[config.mk]
export PLATFORM = sky130hd
export DESIGN_NAME = cmd_uart_responder
export DESIGN_NICKNAME = d
export VERILOG_FILES = /design/src/rtl/knight_pkg.sv /design/src/rtl/uart_rx_byte.sv /design/src/rtl/cmd_uart_responder.sv
export SDC_FILE = /design/constraint.sdc
export NUM_CORES = 1
export LEC_CHECK = 0
export CAP_MARGIN = 20
export CELL_PAD_IN_SITES_DETAIL_PLACEMENT = 0
export CELL_PAD_IN_SITES_GLOBAL_PLACEMENT = 1
export CORE_UTILIZATION = 40
export CTS_CLUSTER_DIAMETER = 50
export DETAILED_ROUTE_END_ITERATION = 10
export PLACE_DENSITY_LB_ADDON = 0.15
export SYNTH_ARGS = -nofsm -noshare
export SYNTH_HDL_FRONTEND = slang
export SYNTH_HIERARCHICAL = 1
export SYNTH_SLANG_ARGS = --single-unit
[constraint.sdc]
create_clock -name clk -period 3.9 [get_ports clk]
set_clock_uncertainty 0.2 [all_clocks]
set_input_delay 0.39 -clock clk [delete_from_list [all_inputs] [get_ports clk]]
set_output_delay 0.39 -clock clk [all_outputs]
set_load 0.01 [all_outputs]
[src/rtl/knight_pkg.sv]
// Shared constants and types for the KnightsTour remote-command link.
// Used by the command UART responder and its byte receiver.
package knight_pkg;

    localparam logic [7:0] POS_ACK = 8'hA5;
    localparam logic [7:0] NEG_ACK = 8'h5A;

    localparam int BAUD_CLKS_DEF = 2604;

    typedef enum logic {
        WAIT_HI,
        WAIT_LO
    } asm_state_t;

    typedef enum logic [1:0] {
        RX_IDLE,
        RX_START,
        RX_DATA,
        RX_STOP
    } rx_state_t;

endpackage

[src/rtl/uart_rx_byte.sv]
// UART byte receiver: RX synchronizer, mid-bit sampling, start/stop check.
// o_rx_good pulses for one clock on the stop-bit sample of a clean frame.
module uart_rx_byte
    import knight_pkg::*;
#(
    parameter int BAUD_CLKS = BAUD_CLKS_DEF
) (
    input  logic       clk,
    input  logic       rst,
    input  logic       i_rx,
    output logic [7:0] o_rx_data,
    output logic       o_rx_good,
    output logic       o_rx_start,
    output logic       o_rx_busy
);

    localparam int CW = $clog2(BAUD_CLKS) + 1;
    localparam logic [CW-1:0] HALF_M1 = CW'(BAUD_CLKS / 2 - 1);
    localparam logic [CW-1:0] FULL_M1 = CW'(BAUD_CLKS - 1);

    rx_state_t     r_state;
    rx_state_t     w_next;
    logic          r_rx_s1;
    logic          r_rx_s2;
    logic          r_rx_q;
    logic [CW-1:0] r_baud;
    logic [2:0]    r_bit;
    logic [7:0]    r_shift;
    logic          w_fall;
    logic          w_half;
    logic          w_full;

    assign w_fall    = r_rx_q & ~r_rx_s2;
    assign w_half    = (r_baud == HALF_M1);
    assign w_full    = (r_baud == FULL_M1);
    assign o_rx_data = r_shift;

    always_ff @(posedge clk) begin
        if (rst) begin
            r_rx_s1 <= 1'b1;
            r_rx_s2 <= 1'b1;
            r_rx_q  <= 1'b1;
        end else begin
            r_rx_s1 <= i_rx;
            r_rx_s2 <= r_rx_s1;
            r_rx_q  <= r_rx_s2;
        end
    end

    always_ff @(posedge clk) begin
        if (rst) begin
            r_state <= RX_IDLE;
        end else begin
            r_state <= w_next;
        end
    end

    always_comb begin
        w_next = r_state;
        unique case (r_state)
            RX_IDLE:  if (w_fall) w_next = RX_START;
            // A start bit that is high again at mid-bit was a glitch
            RX_START: if (w_half) w_next = r_rx_s2 ? RX_IDLE : RX_DATA;
            RX_DATA:  if (w_full && r_bit == 3'd7) w_next = RX_STOP;
            RX_STOP:  if (w_full) w_next = RX_IDLE;
            default:  w_next = RX_IDLE;
        endcase
    end

    always_comb begin
        o_rx_start = 1'b0;
        o_rx_good  = 1'b0;
        o_rx_busy  = 1'b1;
        unique case (r_state)
            RX_IDLE: begin
                o_rx_busy  = 1'b0;
                o_rx_start = w_fall;
            end
            RX_STOP: o_rx_good = w_full & r_rx_s2;
            default: ;
        endcase
    end

    always_ff @(posedge clk) begin
        if (rst) begin
            r_baud  <= '0;
            r_bit   <= '0;
            r_shift <= '0;
        end else begin
            case (r_state)
                RX_IDLE: begin
                    r_baud <= '0;
                    r_bit  <= '0;
                end
                RX_START: r_baud <= w_half ? '0 : r_baud + 1'b1;
                default: begin
                    r_baud <= w_full ? '0 : r_baud + 1'b1;
                    if (w_full && r_state == RX_DATA) begin
                        r_shift <= {r_rx_s2, r_shift[7:1]};
                        r_bit   <= r_bit + 1'b1;
                    end
                end
            endcase
        end
    end

endmodule

[src/rtl/cmd_uart_responder.sv]
// Remote-command UART endpoint: assembles two RX bytes into a 16-bit
// command with a ready/clear handshake and sends one response byte on TX.
module cmd_uart_responder
    import knight_pkg::*;
#(
    parameter int BAUD_CLKS    = BAUD_CLKS_DEF,
    parameter int TIMEOUT_CLKS = 2**20
) (
    input  logic        clk,
    input  logic        rst,
    input  logic        RX,
    output logic        TX,
    output logic [15:0] cmd,
    output logic        cmd_rdy,
    input  logic        clr_cmd_rdy,
    input  logic [7:0]  resp,
    input  logic        send_resp,
    output logic        resp_sent
);

    localparam int CW = $clog2(BAUD_CLKS) + 1;
    localparam int TW = $clog2(TIMEOUT_CLKS) + 1;
    localparam logic [CW-1:0] TX_FULL_M1 = CW'(BAUD_CLKS - 1);
    localparam logic [TW-1:0] TMO_MAX    = TW'(TIMEOUT_CLKS);

    logic [7:0]    w_rx_data;
    logic          w_rx_good;
    logic          w_rx_start;
    logic          w_rx_busy;

    asm_state_t    r_asm;
    asm_state_t    w_asm_next;
    logic [15:0]   r_cmd;
    logic          r_cmd_rdy;
    logic [TW-1:0] r_tmo;
    logic          w_tmo_hit;
    logic          w_store_hi;
    logic          w_store_lo;
    logic          w_rdy_drop;

    logic          r_tx_busy;
    logic [9:0]    r_tx_shift;
    logic [CW-1:0] r_tx_baud;
    logic [3:0]    r_tx_bits;
    logic          r_resp_sent;
    logic          w_tx_accept;
    logic          w_tx_bit_end;

    uart_rx_byte #(
        .BAUD_CLKS (BAUD_CLKS)
    ) u_rx (
        .clk        (clk),
        .rst        (rst),
        .i_rx       (RX),
        .o_rx_data  (w_rx_data),
        .o_rx_good  (w_rx_good),
        .o_rx_start (w_rx_start),
        .o_rx_busy  (w_rx_busy)
    );

    assign w_tmo_hit = (r_tmo == TMO_MAX);
    assign cmd       = r_cmd;
    assign cmd_rdy   = r_cmd_rdy;

    always_ff @(posedge clk) begin
        if (rst) begin
            r_asm <= WAIT_HI;
        end else begin
            r_asm <= w_asm_next;
        end
    end

    always_comb begin
        w_asm_next = r_asm;
        unique case (r_asm)
            WAIT_HI: if (w_rx_good) w_asm_next = WAIT_LO;
            WAIT_LO: begin
                if (w_rx_good) begin
                    w_asm_next = WAIT_HI;
                end else if (w_tmo_hit && !w_rx_busy && !w_rx_start) begin
                    w_asm_next = WAIT_HI;
                end
            end
            default: w_asm_next = WAIT_HI;
        endcase
    end

    always_comb begin
        w_store_hi = 1'b0;
        w_store_lo = 1'b0;
        w_rdy_drop = 1'b0;
        unique case (r_asm)
            WAIT_HI: begin
                w_store_hi = w_rx_good;
                w_rdy_drop = w_rx_start;
            end
            WAIT_LO: w_store_lo = w_rx_good;
            default: ;
        endcase
    end

    // Timeout only runs while no low byte is being received
    always_ff @(posedge clk) begin
        if (rst) begin
            r_cmd     <= '0;
            r_cmd_rdy <= 1'b0;
            r_tmo     <= '0;
        end else begin
            if (w_store_hi) r_cmd[15:8] <= w_rx_data;
            if (w_store_lo) r_cmd[7:0]  <= w_rx_data;
            if (w_store_hi) begin
                r_tmo <= '0;
            end else if (r_asm == WAIT_LO && !w_rx_busy && !w_tmo_hit) begin
                r_tmo <= r_tmo + 1'b1;
            end
            if (w_store_lo) begin
                r_cmd_rdy <= 1'b1;
            end else if (clr_cmd_rdy || w_rdy_drop) begin
                r_cmd_rdy <= 1'b0;
            end
        end
    end

    assign w_tx_accept  = send_resp & ~r_tx_busy;
    assign w_tx_bit_end = r_tx_busy && (r_tx_baud == TX_FULL_M1);
    assign TX           = r_tx_shift[0];
    assign resp_sent    = r_resp_sent;

    // Idle shifter holds all ones so TX rests high
    always_ff @(posedge clk) begin
        if (rst) begin
            r_tx_busy   <= 1'b0;
            r_tx_shift  <= '1;
            r_tx_baud   <= '0;
            r_tx_bits   <= '0;
            r_resp_sent <= 1'b0;
        end else if (w_tx_accept) begin
            r_tx_busy   <= 1'b1;
            r_tx_shift  <= {1'b1, resp, 1'b0};
            r_tx_baud   <= '0;
            r_tx_bits   <= '0;
            r_resp_sent <= 1'b0;
        end else if (r_tx_busy) begin
            if (w_tx_bit_end) begin
                r_tx_baud  <= '0;
                r_tx_shift <= {1'b1, r_tx_shift[9:1]};
                r_tx_bits  <= r_tx_bits + 1'b1;
                if (r_tx_bits == 4'd9) begin
                    r_tx_busy   <= 1'b0;
                    r_resp_sent <= 1'b1;
                end
            end else begin
                r_tx_baud <= r_tx_baud + 1'b1;
            end
        end
    end

endmodule

# == Yosys cells after proc, flatten, opt, wreduce, memory -nomap -nowiden ==
# Index checks and enable logic that the tools add are counted.
# word_totals
reg_bits,96
input_bits,13
out_inout_bits,19
elab_cells,97
# op_classes
addsub,5
eq_ne,13
muxes,30
bitwise,8
reduce_logical,24
# ops
op,count
13-bit two-way mux,3
9-bit two-way mux,3
"13-bit by 1-bit adder with 13-bit output, second input constant",2
"13-bit by 12-bit == test with 1-bit output, second input constant",2
13-bit case mux with 2 select lines,1
"21-bit by 1-bit adder with 21-bit output, second input constant",1
"21-bit == test, second input constant",1
1-bit two-way mux,14
"13-bit by 11-bit == test with 1-bit output, second input constant",1
2-bit two-way mux,5
"2-bit by 1-bit inequality test with 1-bit output, second input constant",4
2-bit case mux with 4 select lines,1
2-bit AND reduction,4
2-bit nonzero test,4
1-bit logical AND,7
3-bit case mux with 2 select lines,1
2-bit OR reduction,3
1-bit inverter,5
"4-bit by 1-bit adder with 4-bit output, second input constant",1
"2-bit == test, second input constant",2
"4-bit == test, second input constant",1
4-bit AND reduction,1
"3-bit by 1-bit adder with 3-bit output, second input constant",1
1-bit AND,3
8 further kinds,9

# == Depth between registers and ports, before layout ==
# Gate-level depths: netlist of the first run.
# depth
depth_word,8
depth_mapped,10
ltp_nobuf,8

# == Hierarchy ==
# The synthesis of the first run kept the hierarchy.
# by_module_without_submodules
module,instances,cells_per_inst,area_per_inst_um2,seq_area_each_um2
cmd_uart_responder,1,355,2964.1,1341.3
uart_rx_byte,1,152,1383.8,580.6

# == Worst setup path after synthesis of the first run ==
# No wires, ideal clock.
# synth_timing
path_type,register -> register
from,register u_rx.r_baud[0]
to,register r_tmo[13]
setup_ns,0.132
arrival_ns,2.048
required_time_ns,3.568
path_slack_ns,1.520
path_stages_with_launch,10
path_buffers,1
period_less_slack_ns,2.380
path_cell_list,dfxtp_1 > ha_1 > and4b_2 > nand4b_2 > nor3_1 > nor2b_1 > clkbuf_1 > nor2_1 > o211ai_1 > o31ai_1
# synth_between
elab_chain_len,5
# synth_rtl
item,line,text
start: declaration,uart_rx_byte.sv:26,logic [CW-1:0] r_baud;
start signal: assignment,uart_rx_byte.sv:95,RX_START: r_baud <= w_half ? '0 : r_baud + 1'b1;
start signal: assignment,uart_rx_byte.sv:97,r_baud <= w_full ? '0 : r_baud + 1'b1;
13-bit by 12-bit == test with 1-bit output,uart_rx_byte.sv:35,assign w_full = (r_baud == FULL_M1);
1-bit AND,uart_rx_byte.sv:79,RX_STOP: o_rx_good = w_full & r_rx_s2;
1-bit two-way mux,uart_rx_byte.sv:74,unique case (r_state)
via w_rx_good,cmd_uart_responder.sv:27,logic w_rx_good;
1-bit two-way mux,cmd_uart_responder.sv:92,unique case (r_asm)
2-bit OR reduction (no line),--,
end signal: assignment,cmd_uart_responder.sv:114,r_tmo <= r_tmo + 1'b1;
end: declaration,cmd_uart_responder.sv:35,logic [TW-1:0] r_tmo;
# The timed path passes the listed nets, and every way through them passes these cells.
# A chain may end at the register's enable or synchronous reset.

# == Worst setup path in the final report of the first run ==
# layout_timing
from,register u_rx.r_baud[0]
to,register r_tmo[2]
# Same word-level chain as after synthesis.

==> metrics.md, run 1 <==
| Metric | Value |
|---|---|
| Switch Pwr | `387.9 uW` |
| Min-delay src | `u_rx/r_rx_s1` |
| Slowest-stage cell, CP | `or4_1` |
| Crit path DAT | `3.14 ns` |
| Final WL | `9031 microns` |
| Sequential share of the synthesized area | `44.20%` |
| I/O Buffers | `31` |
| Hold WS | `0.2218 ns` |
| Most frequent cells in the layout | `96 x dfxtp_1, 55 x nor2_1, 54 x nand2_1, 30 x clkdlybuf4s50_1, 29 x a21oi_1` |
| Post-synthesis xor/xnor area fraction | `7.453%` |
| Clock power share | `39.2%` |
| Pin count of the biggest net entering global routing | `60` |
| Share of cells above drive strength 1 | `6.955%` |
| Post-CTS sizing | `0` |
| Number of synthesized flops with an enable pin | `0` |
| Crit-path cells | `ha_1 > and4b_2 > nand4b_2 > nor3_1 > buf_4 > nand2b_1 > nand2b_1 > or4_1 > nand2_1` |
| Total of max-cap violations | `0` |
| Compound-Gate Fraction of Synth Area | `7.971%` |
| Synth top area share | `44.20%` |
| Worst Hold Path Cells | `1` |
| Clock Root Buffer | `clkbuf_8` |
| Worst setup EP type | `flop` |
| H-Tree Depth | `3` |
| Post-synthesis async set-or-reset flop share | `0%` |
| Required time of the critical path | `4.01 ns` |
| Worst Hold End | `u_rx/r_rx_s2` |
| IO Pins | `32` |
| Largest family of logic cells by synthesized area | `simple AND/OR/NAND/NOR gates` |
| Reg power frac | `57.4%` |
| Worst r2r src | `u_rx/r_baud[0]` |
| N_diodes | `0` |
| Vias in the first global route | `3302` |
| Cell mode on critical path | `nand2b_1` |
| Switch share | `22.35%` |
| Number of setup buffers added after CTS | `0` |
| CTS tree | `done` |
| Syn_nets | `529` |
| Crit path largest cell delay | `0.62 ns` |
| Terminus of the critical flop-to-flop path | `r_tmo[2]` |
| Slew HR | `33.27%` |
| RSZ-0062 raised after global routing | `no` |
| CTS Hold Buffers Added | `0` |
| Iteration-0 DRC Markers | `194` |
| WL met2 | `4119 microns` |
| Post-DP HPWL | `6267 microns` |
| Synth Register Bits | `96` |
| Initial core utilization | `41.74%` |
| Met1 WL | `4570 microns` |
| Hold Crit Class | `flop to flop` |
| Leakage power | `1.637 nW` |
| Synth Flop Type | `dfxtp_1` |
| Status | `finished, final reports clean` |
| FMAX | `0.3300 GHz` |
| Period utilization | `77.71%` |
| Row count | `37` |
| Uppermost layer routed | `met4` |
| Die width | `106.3 microns` |
| Nets | `549` |
| Worst vdd ir | `197.8 uV` |
| Avg Synthesized Cell Area | `8.576 sq um` |
| Wire per inst | `13.52 microns` |
| Antenna violations before repair | `0` |
| Global-route wire length before repair | `15540 microns` |
| Vias per inst | `5.165` |
| YS warnings | `6` |
| Least-Margin Pin Slew | `1.001 ns` |
| CORE AREA | `10420 sq um` |
| Synth unique cells | `52` |
| Vias | `3450` |
| Worst setup SP type | `flop` |
| Drt first pass iters | `5` |
| Max-slew violation count | `0` |
| Final Setup Violations | `0` |
| DRC violations left | `0` |
| Non-filler cells, final | `668` |
| Commonest non-fill, non-tap cell in the layout | `dfxtp_1` |
| GRT Util Overall | `17.28%` |
| P_int | `1.348 mW` |
| Reg2reg path depth | `9` |
| Worst R2R Setup Slack | `0.87 ns` |
| Die height | `106.3 microns` |
| Setup tns final | `0 ns` |
| # placed instances | `652` |
| Mapped Area | `4348 sq um` |
| GR Overflow Total | `0` |
| Post-synthesis simple-gate area fraction | `31.28%` |
| Largest area contributor in the netlist | `dfxtp_1` |
| Synth top area cells | `dfxtp_1 44%, nor2_1 4.7%, nand2_1 4.7%` |
| CP max FO | `18` |
| Comb pwr share | `3.4%` |
| Die area | `11290 sq um` |
| Clock Latency Late Sink | `0.37 ns` |
| Mux cell area share after synthesis | `2.072%` |
| Synth Instances | `507` |
| Synth Area in Adders | `2.590%` |
| Minimum clock period | `3.031 ns` |
| Routed Antenna Nets | `0` |
| Num Clock Sinks | `96` |
| Fillcell total | `1055` |
| Clock transition at path regs | `0.09 ns` |
| Met3 WL post-DR | `239 microns` |
| Deepest clock path buffer count | `2` |
| GPL Wtd Cong | `0.7792` |
| Total CTS buffers | `9` |
| Final Hold Fails | `0` |
| Area grow syn2layout | `13.15%` |
| PwrDens | `352.9 nW/um^2` |
| WS Path Type | `flop to flop` |
-- critical path, delay by kind of cell (launching register included) --
family / cells / cell delay (ns)
simple gates: 7 / 1.97
flops: 1 / 0.36
fa+ha+maj: 1 / 0.26
buf+inv: 1 / 0.18
-- Yosys cell counts (6+ instances only) --
cell      count
a211oi_1      8
a21oi_1      29
clkbuf_1     16
dfxtp_1      96
ha_1          9
inv_1        14
mux2i_1       9
nand2_1      54
nand2b_1     19
nand3_1      25
nand4_1      15
nor2_1       55
nor2b_1      11
nor3_1       26
nor4_1        6
o21ai_0       9
or2_2         6
or3_1         8
xnor2_1      20
xor2_1       17
-- worst max path at each step --
stage | startpoint | end | slack (ns) | cells past startpoint
after global placement | u_rx/r_baud[0] | r_tmo[2] | 0.94 | 9
after detailed placement | u_rx/r_baud[0] | r_tmo[2] | 0.88 | 9
after floorplan | u_rx/r_baud[0] | r_tmo[13] | 1.52 | 9
final | u_rx/r_baud[0] | r_tmo[2] | 0.87 | 9
after CTS | u_rx/r_baud[0] | r_tmo[2] | 0.86 | 9
after global routing | u_rx/r_baud[0] | r_tmo[2] | 0.64 | 9
-- cell families (layout without fill, tap and decap cells) --
kind of cell               Yosys count  in the layout
AOI/OAI and AO/OA                   59             59
DFF                                 96             96
muxes                                9              9
buffers and inverters               40             65
adders and majority gates            9              9
xor gates and xnor gates            37             37
and+or+nand+nor                    257            257
-- cell type report --
class,count,area (sq um),share of cell area [%]
Multi-Input combinational cell,371,2233,45.40
Clock inverter,4,51.30,1.043
Timing Repair Buffer,35,335.3,6.816
Inverter,14,52.55,1.068
Sequential cell,96,1922,39.06
Clock buffer,12,155.1,3.154
Tap cell,136,170.2,3.459
-- state kept, by name (all words and copies together), names as in the netlist, 3 cells and up, named ones only --
register,count
r_tx_baud,13
r_tx_bits,4
r_tmo,21
r_tx_shift,9
u_rx/r_bit,3
u_rx/r_baud,13
u_rx/o_rx_data,8
cmd,16
-- stage by stage --
step | cell area, sq um | utilization (%) | power, mW | setup slack [ns]
2_1_floorplan | 4348 | - | 1.057 | 1.520
3_3_place_gp | 4713 | 45.25 | 1.078 | 0.9405
3_5_place_dp | 4713 | 45.25 | 1.078 | 0.8775
4_1_cts | 4920 | 47.23 | 1.761 | 0.8569
5_1_grt | 4920 | 47.23 | 1.814 | 0.6428
6_report | 4920 | 47.23 | 1.736 | 0.8694
-- per-layer routing --
layer  global-route usage (%)  up-vias
met4                    5.456        0
met3                    4.782        7
met2                    27.23       40
met1                    22.82     1620
met5                        0        -
li1                         -     1783
-- power by group through the flow --
| stage | Sequential (mW) | Combinational, mW | Clock, mW |
|---|---|---|---|
| 2_1_floorplan | 1.02 | 0.0406 | 0 |
| 3_3_place_gp | 1.02 | 0.0590 | 0 |
| 3_5_place_dp | 1.02 | 0.0594 | 0 |
| 4_1_cts | 0.996 | 0.0595 | 0.705 |
| 5_1_grt | 0.998 | 0.0653 | 0.751 |
| 6_report | 0.996 | 0.0590 | 0.681 |
(Power assumes the default switching activity.)
==> inputs of run 2 (changes only) <==
Clock period 3.9 ns to 2.55 ns, I/O delays scaled along.
==> metrics.md, run 2 (synthesized netlist as in run 1, its figures left out) <==
| Metric | Value |
|---|---|
| Util after Layout | `47.99%` |
| Worst Hold Path Cells | `2` |
| Worst Hold End | `cmd[10]` |
| Initial core utilization | `41.74%` |
| Setup tns final | `0 ns` |
| Iteration-0 DRC Markers | `102` |
| Period utilization | `90.89%` |
| Final WL | `8844 microns` |
| Total CTS buffers | `9` |
| Vias in the first global route | `3268` |
| Top reg by flops | `r_tmo` |
| Commonest non-fill, non-tap cell in the layout | `dfxtp_1` |
| Crit path DAT | `2.38 ns` |
| FMAX | `0.4315 GHz` |
| Nets | `562` |
| Hold Crit Class | `primary input to flop` |
| N_diodes | `0` |
| Total of max-cap violations | `0` |
| Reg2reg path depth | `7` |
| Terminus of the critical flop-to-flop path | `r_tmo[14]` |
| Slew HR | `62.85%` |
| PwrDens | `519.9 nW/um^2` |
| Clock Latency Late Sink | `0.36 ns` |
| Worst vdd ir | `257.2 uV` |
| CORE AREA | `10420 sq um` |
| Global-route wire length before repair | `15330 microns` |
| GRT Util Overall | `16.97%` |
| Required time of the critical path | `2.61 ns` |
| Area grow syn2layout | `14.96%` |
| Worst setup SP type | `flop` |
| Die width | `106.3 microns` |
| Worst setup EP type | `flop` |
| Min-delay src | `rst` |
| Row count | `37` |
| CTS tree | `done` |
| GR Overflow Total | `0` |
| Max reg flops | `21` |
| Total power draw | `2.599 mW` |
| Routed Antenna Nets | `0` |
| GPL Wtd Cong | `0.7732` |
| Post-placement setup slack | `0.2629 ns` |
| Num Clock Sinks | `96` |
| Max-slew violation count | `0` |
| Die area | `11290 sq um` |
| DRC violations left | `0` |
| Post-DP HPWL | `6451 microns` |
| Least-Margin Pin Slew | `0.5526 ns` |
| Minimum clock period | `2.318 ns` |
| Drt first pass iters | `4` |
| Final Hold Fails | `0` |
| Pin count of the biggest net entering global routing | `34` |
| Leakage power | `1.689 nW` |
| Vias | `3463` |
| Share of cells above drive strength 1 | `8.872%` |
| Vias per inst | `5.115` |
| WS Path Type | `flop to flop` |
| Die height | `106.3 microns` |
| Fillcell total | `1026` |
| Clock Root Buffer | `clkbuf_8` |
| H-Tree Depth | `3` |
| Antenna violations before repair | `0` |
| CP max FO | `14` |
| Deepest clock path buffer count | `2` |
| Worst R2R Setup Slack | `0.23 ns` |
| Most frequent cells in the layout | `96 x dfxtp_1, 55 x nor2_1, 54 x nand2_1, 30 x clkdlybuf4s50_1, 29 x a21oi_1` |
| Status | `finished, final reports clean` |
| IO Pins | `32` |
| Clock transition at path regs | `0.09 ns` |
| Wire per inst | `13.06 microns` |
| Number of setup buffers added after CTS | `0` |
| Final Setup Violations | `0` |
| RSZ-0062 raised after global routing | `no` |
| I/O Buffers | `31` |
| Final worst slack | `0.2323 ns` |
run 2: cell count changes in the layout (fill, tap and decap cells not counted):
cell and delta:
clkinv_2 -1, clkinvlp_4 -1, o2111ai_2 +1, o2111ai_1 -1
inv_6 -1, clkbuf_1 -1, buf_4 +13
run 2: worst max-delay path, stage by stage, from the launching register on:
cell and delay (ns):
dfxtp_1 0.44, or2_2 0.39, nor2b_1 0.31, buf_4 0.21, and4_1 0.32, nand4_1 0.14, xor2_1 0.16, nor2_1 0.05
run 2: report_power, final:
part | switching, mW | internal [mW] | total [mW]
Combinational | 0.0529 | 0.0487 | 0.102
Clock | 0.491 | 0.486 | 0.977
Sequential | 0.00859 | 1.51 | 1.52
run 2: what timing repair did:
| item | CTS | global route |
|---|---|---|
| gates resized for setup | 0 | 1 |
| setup endpoints to repair | 0 | 1 |
| hold buffers | 0 | 0 |
run 2: final cells by class:
type                       count  area (sq um)  share of cell area [%]
multi-input combinational    371          2240                   44.81
sequential                    96          1922                   38.45
timing repair buffer          48         432.9                   8.661
tap                          136         170.2                   3.404
clock buffer                  11         151.4                   3.029
inverter                      14         52.55                   1.051
clock inverter                 1         30.03                  0.6008
run 2: metrics by stage:
stage | instance area (sq um) | cells | hold slack [ns]
finish | 4999 | 677 | 0.1915
global route | 4999 | 677 | 0.2195
CTS | 4992 | 677 | 0.1772
detailed placement | 4811 | 665 | 0.1962
global placement | 4811 | 665 | 0.1918
floorplan | 4348 | 507 | 0.1588
run 2: layer usage:
metal | global-route usage, % | vias up | share of wire (%)
met5 | 0 | - | 0
met4 | 8.036 | 0 | 1.1
met3 | 2.882 | 7 | 1.7
met2 | 28.25 | 18 | 48
met1 | 21.27 | 1622 | 49
li1 | - | 1816 | -
run 2: worst max-delay path by stage:
stage                     end           start  slack, ns
floorplan           r_tmo[13]  u_rx/r_baud[0]       0.17
global placement    r_tmo[14]            flop       0.28
detailed placement  r_tmo[13]  u_rx/r_baud[0]       0.26
CTS                 r_tmo[13]  u_rx/r_baud[0]       0.25
global route        r_tmo[14]            flop       0.08
finish              r_tmo[14]            flop       0.23
==> inputs of run 3 (changes only) <==
Settings changed: PLACE_DENSITY from default to 0.86, PLACE_DENSITY_LB_ADDON 0.15 to default.
==> metrics.md, run 3 (synthesized netlist as in run 1, its figures left out) <==
| Metric | Value |
|---|---|
| Final WL | `8683 microns` |
| GR Overflow Total | `0` |
| Die area | `11290 sq um` |
| Iteration-0 DRC Markers | `187` |
| Nets | `562` |
| Antenna violations before repair | `0` |
| Clock transition at path regs | `0.09 ns` |
| Post-placement setup slack | `0.2194 ns` |
| RSZ-0062 raised after global routing | `no` |
| Num Clock Sinks | `96` |
| Clock Root Buffer | `clkbuf_8` |
| Most frequent cells in the layout | `96 x dfxtp_1, 55 x nor2_1, 54 x nand2_1, 30 x clkdlybuf4s50_1, 29 x a21oi_1` |
| Die width | `106.3 microns` |
| Slew HR | `60.78%` |
| Drt first pass iters | `4` |
| Final worst slack | `0.2650 ns` |
| FMAX | `0.4376 GHz` |
| Worst R2R Setup Slack | `0.27 ns` |
| Vias per inst | `5.113` |
| Initial core utilization | `41.74%` |
| DRC violations left | `0` |
| Total CTS buffers | `9` |
| Crit path largest cell delay | `0.41 ns` |
| H-Tree Depth | `3` |
| Top reg by flops | `r_tmo` |
| Share of cells above drive strength 1 | `9.375%` |
| Final Hold Fails | `0` |
| Total power draw | `2.618 mW` |
| Routed Antenna Nets | `0` |
| Post-CTS sizing | `0` |
| Slowest-stage cell, CP | `dfxtp_1` |
| Worst setup SP type | `flop` |
| Vias | `3477` |
| CORE AREA | `10420 sq um` |
| Clock Latency Late Sink | `0.36 ns` |
| Die height | `106.3 microns` |
| Worst vdd ir | `359.6 uV` |
| Design area | `5011 sq um` |
| Global-route wire length before repair | `14780 microns` |
| Leakage power | `1.694 nW` |
| Area grow syn2layout | `15.25%` |
| Vias in the first global route | `3155` |
| Fillcell total | `1001` |
| Required time of the critical path | `2.60 ns` |
| WS Path Type | `flop to flop` |
| Util after Layout | `48.11%` |
| N_diodes | `0` |
| Wire per inst | `12.77 microns` |
| CTS tree | `done` |
| Period utilization | `89.61%` |
| Final Setup Violations | `0` |
| Row count | `37` |
| PwrDens | `522.5 nW/um^2` |
| Hold Crit Class | `primary input to flop` |
| Deepest clock path buffer count | `2` |
| Crit-path cells | `ha_1 > and4b_2 > nand4b_2 > nor3_1 > nor2b_1 > nor2_1 > o211ai_1 > o31ai_1` |
| Minimum clock period | `2.285 ns` |
| Least-Margin Pin Slew | `0.5834 ns` |
| Max reg flops | `21` |
| Status | `finished, final reports clean` |
| Number of setup buffers added after CTS | `0` |
| IO Pins | `32` |
| GRT Util Overall | `16.25%` |
| GPL Wtd Cong | `0.7884` |
| CP max FO | `6` |
| Post-DP HPWL | `6092 microns` |
| Worst setup EP type | `flop` |
| Cell Area, Placed | `4811 sq um` |
| Crit path DAT | `2.33 ns` |
| Max-slew violation count | `0` |
| I/O Buffers | `31` |
| CTS Hold Buffers Added | `0` |
| Setup tns final | `0 ns` |
| Pin count of the biggest net entering global routing | `34` |
| Commonest non-fill, non-tap cell in the layout | `dfxtp_1` |
| Total of max-cap violations | `0` |
## run 3: cell type report
| type | count | area, sq um | area share, % |
|---|---|---|---|
| inverter | 14 | 52.55 | 1.049 |
| clock buffer | 10 | 137.6 | 2.747 |
| timing repair buffer | 48 | 432.9 | 8.639 |
| tap | 136 | 170.2 | 3.396 |
| sequential | 96 | 1922 | 38.35 |
| multi-input combinational | 371 | 2240 | 44.69 |
| clock inverter | 5 | 56.30 | 1.124 |
## run 3: worst max-delay path: cells and delay by family (launching register included)
family / cells / cell delay, ns
DFF: 1 / 0.41
and+or+nand+nor: 5 / 1.05
adders and majority gates: 1 / 0.25
AOI/OAI and AO/OA: 2 / 0.25
## run 3: path summary, 6_finish.rpt
| path | startpoint | endpoint | depth (start not counted) |
|---|---|---|---|
| min | rst | r_asm | 2 |
| max | u_rx/r_baud[0] | r_tmo[13] | 8 |
| max reg2reg | u_rx/r_baud[0] | r_tmo[13] | 8 |
| min reg2reg | u_rx/r_rx_s1 | u_rx/r_rx_s2 | 1 |
## run 3: metal layers
layer  GRT usage, %  up-vias  share of wire (%)
li1               -     1814                  -
met1          22.15     1602                 50
met2          24.63       53                 45
met3          5.028        8                4.0
met4          4.563        0                1.0
met5              0        -                  0
## run 3: stage by stage
| step | hold WS [ns] | cells |
|---|---|---|
| after global placement | 0.1962 | 665 |
| after floorplan | 0.1588 | 507 |
| after CTS | 0.1778 | 680 |
| final | 0.1902 | 680 |
| after detailed placement | 0.1999 | 665 |
| after global routing | 0.1948 | 680 |
## run 3: power by group
group	leakage (nW)	internal (mW)	switching, mW	total (mW)
Combinational	0.820	0.0474	0.0499	0.0973
Sequential	0.776	1.51	0.0113	1.52
Clock	0.0985	0.475	0.522	0.998
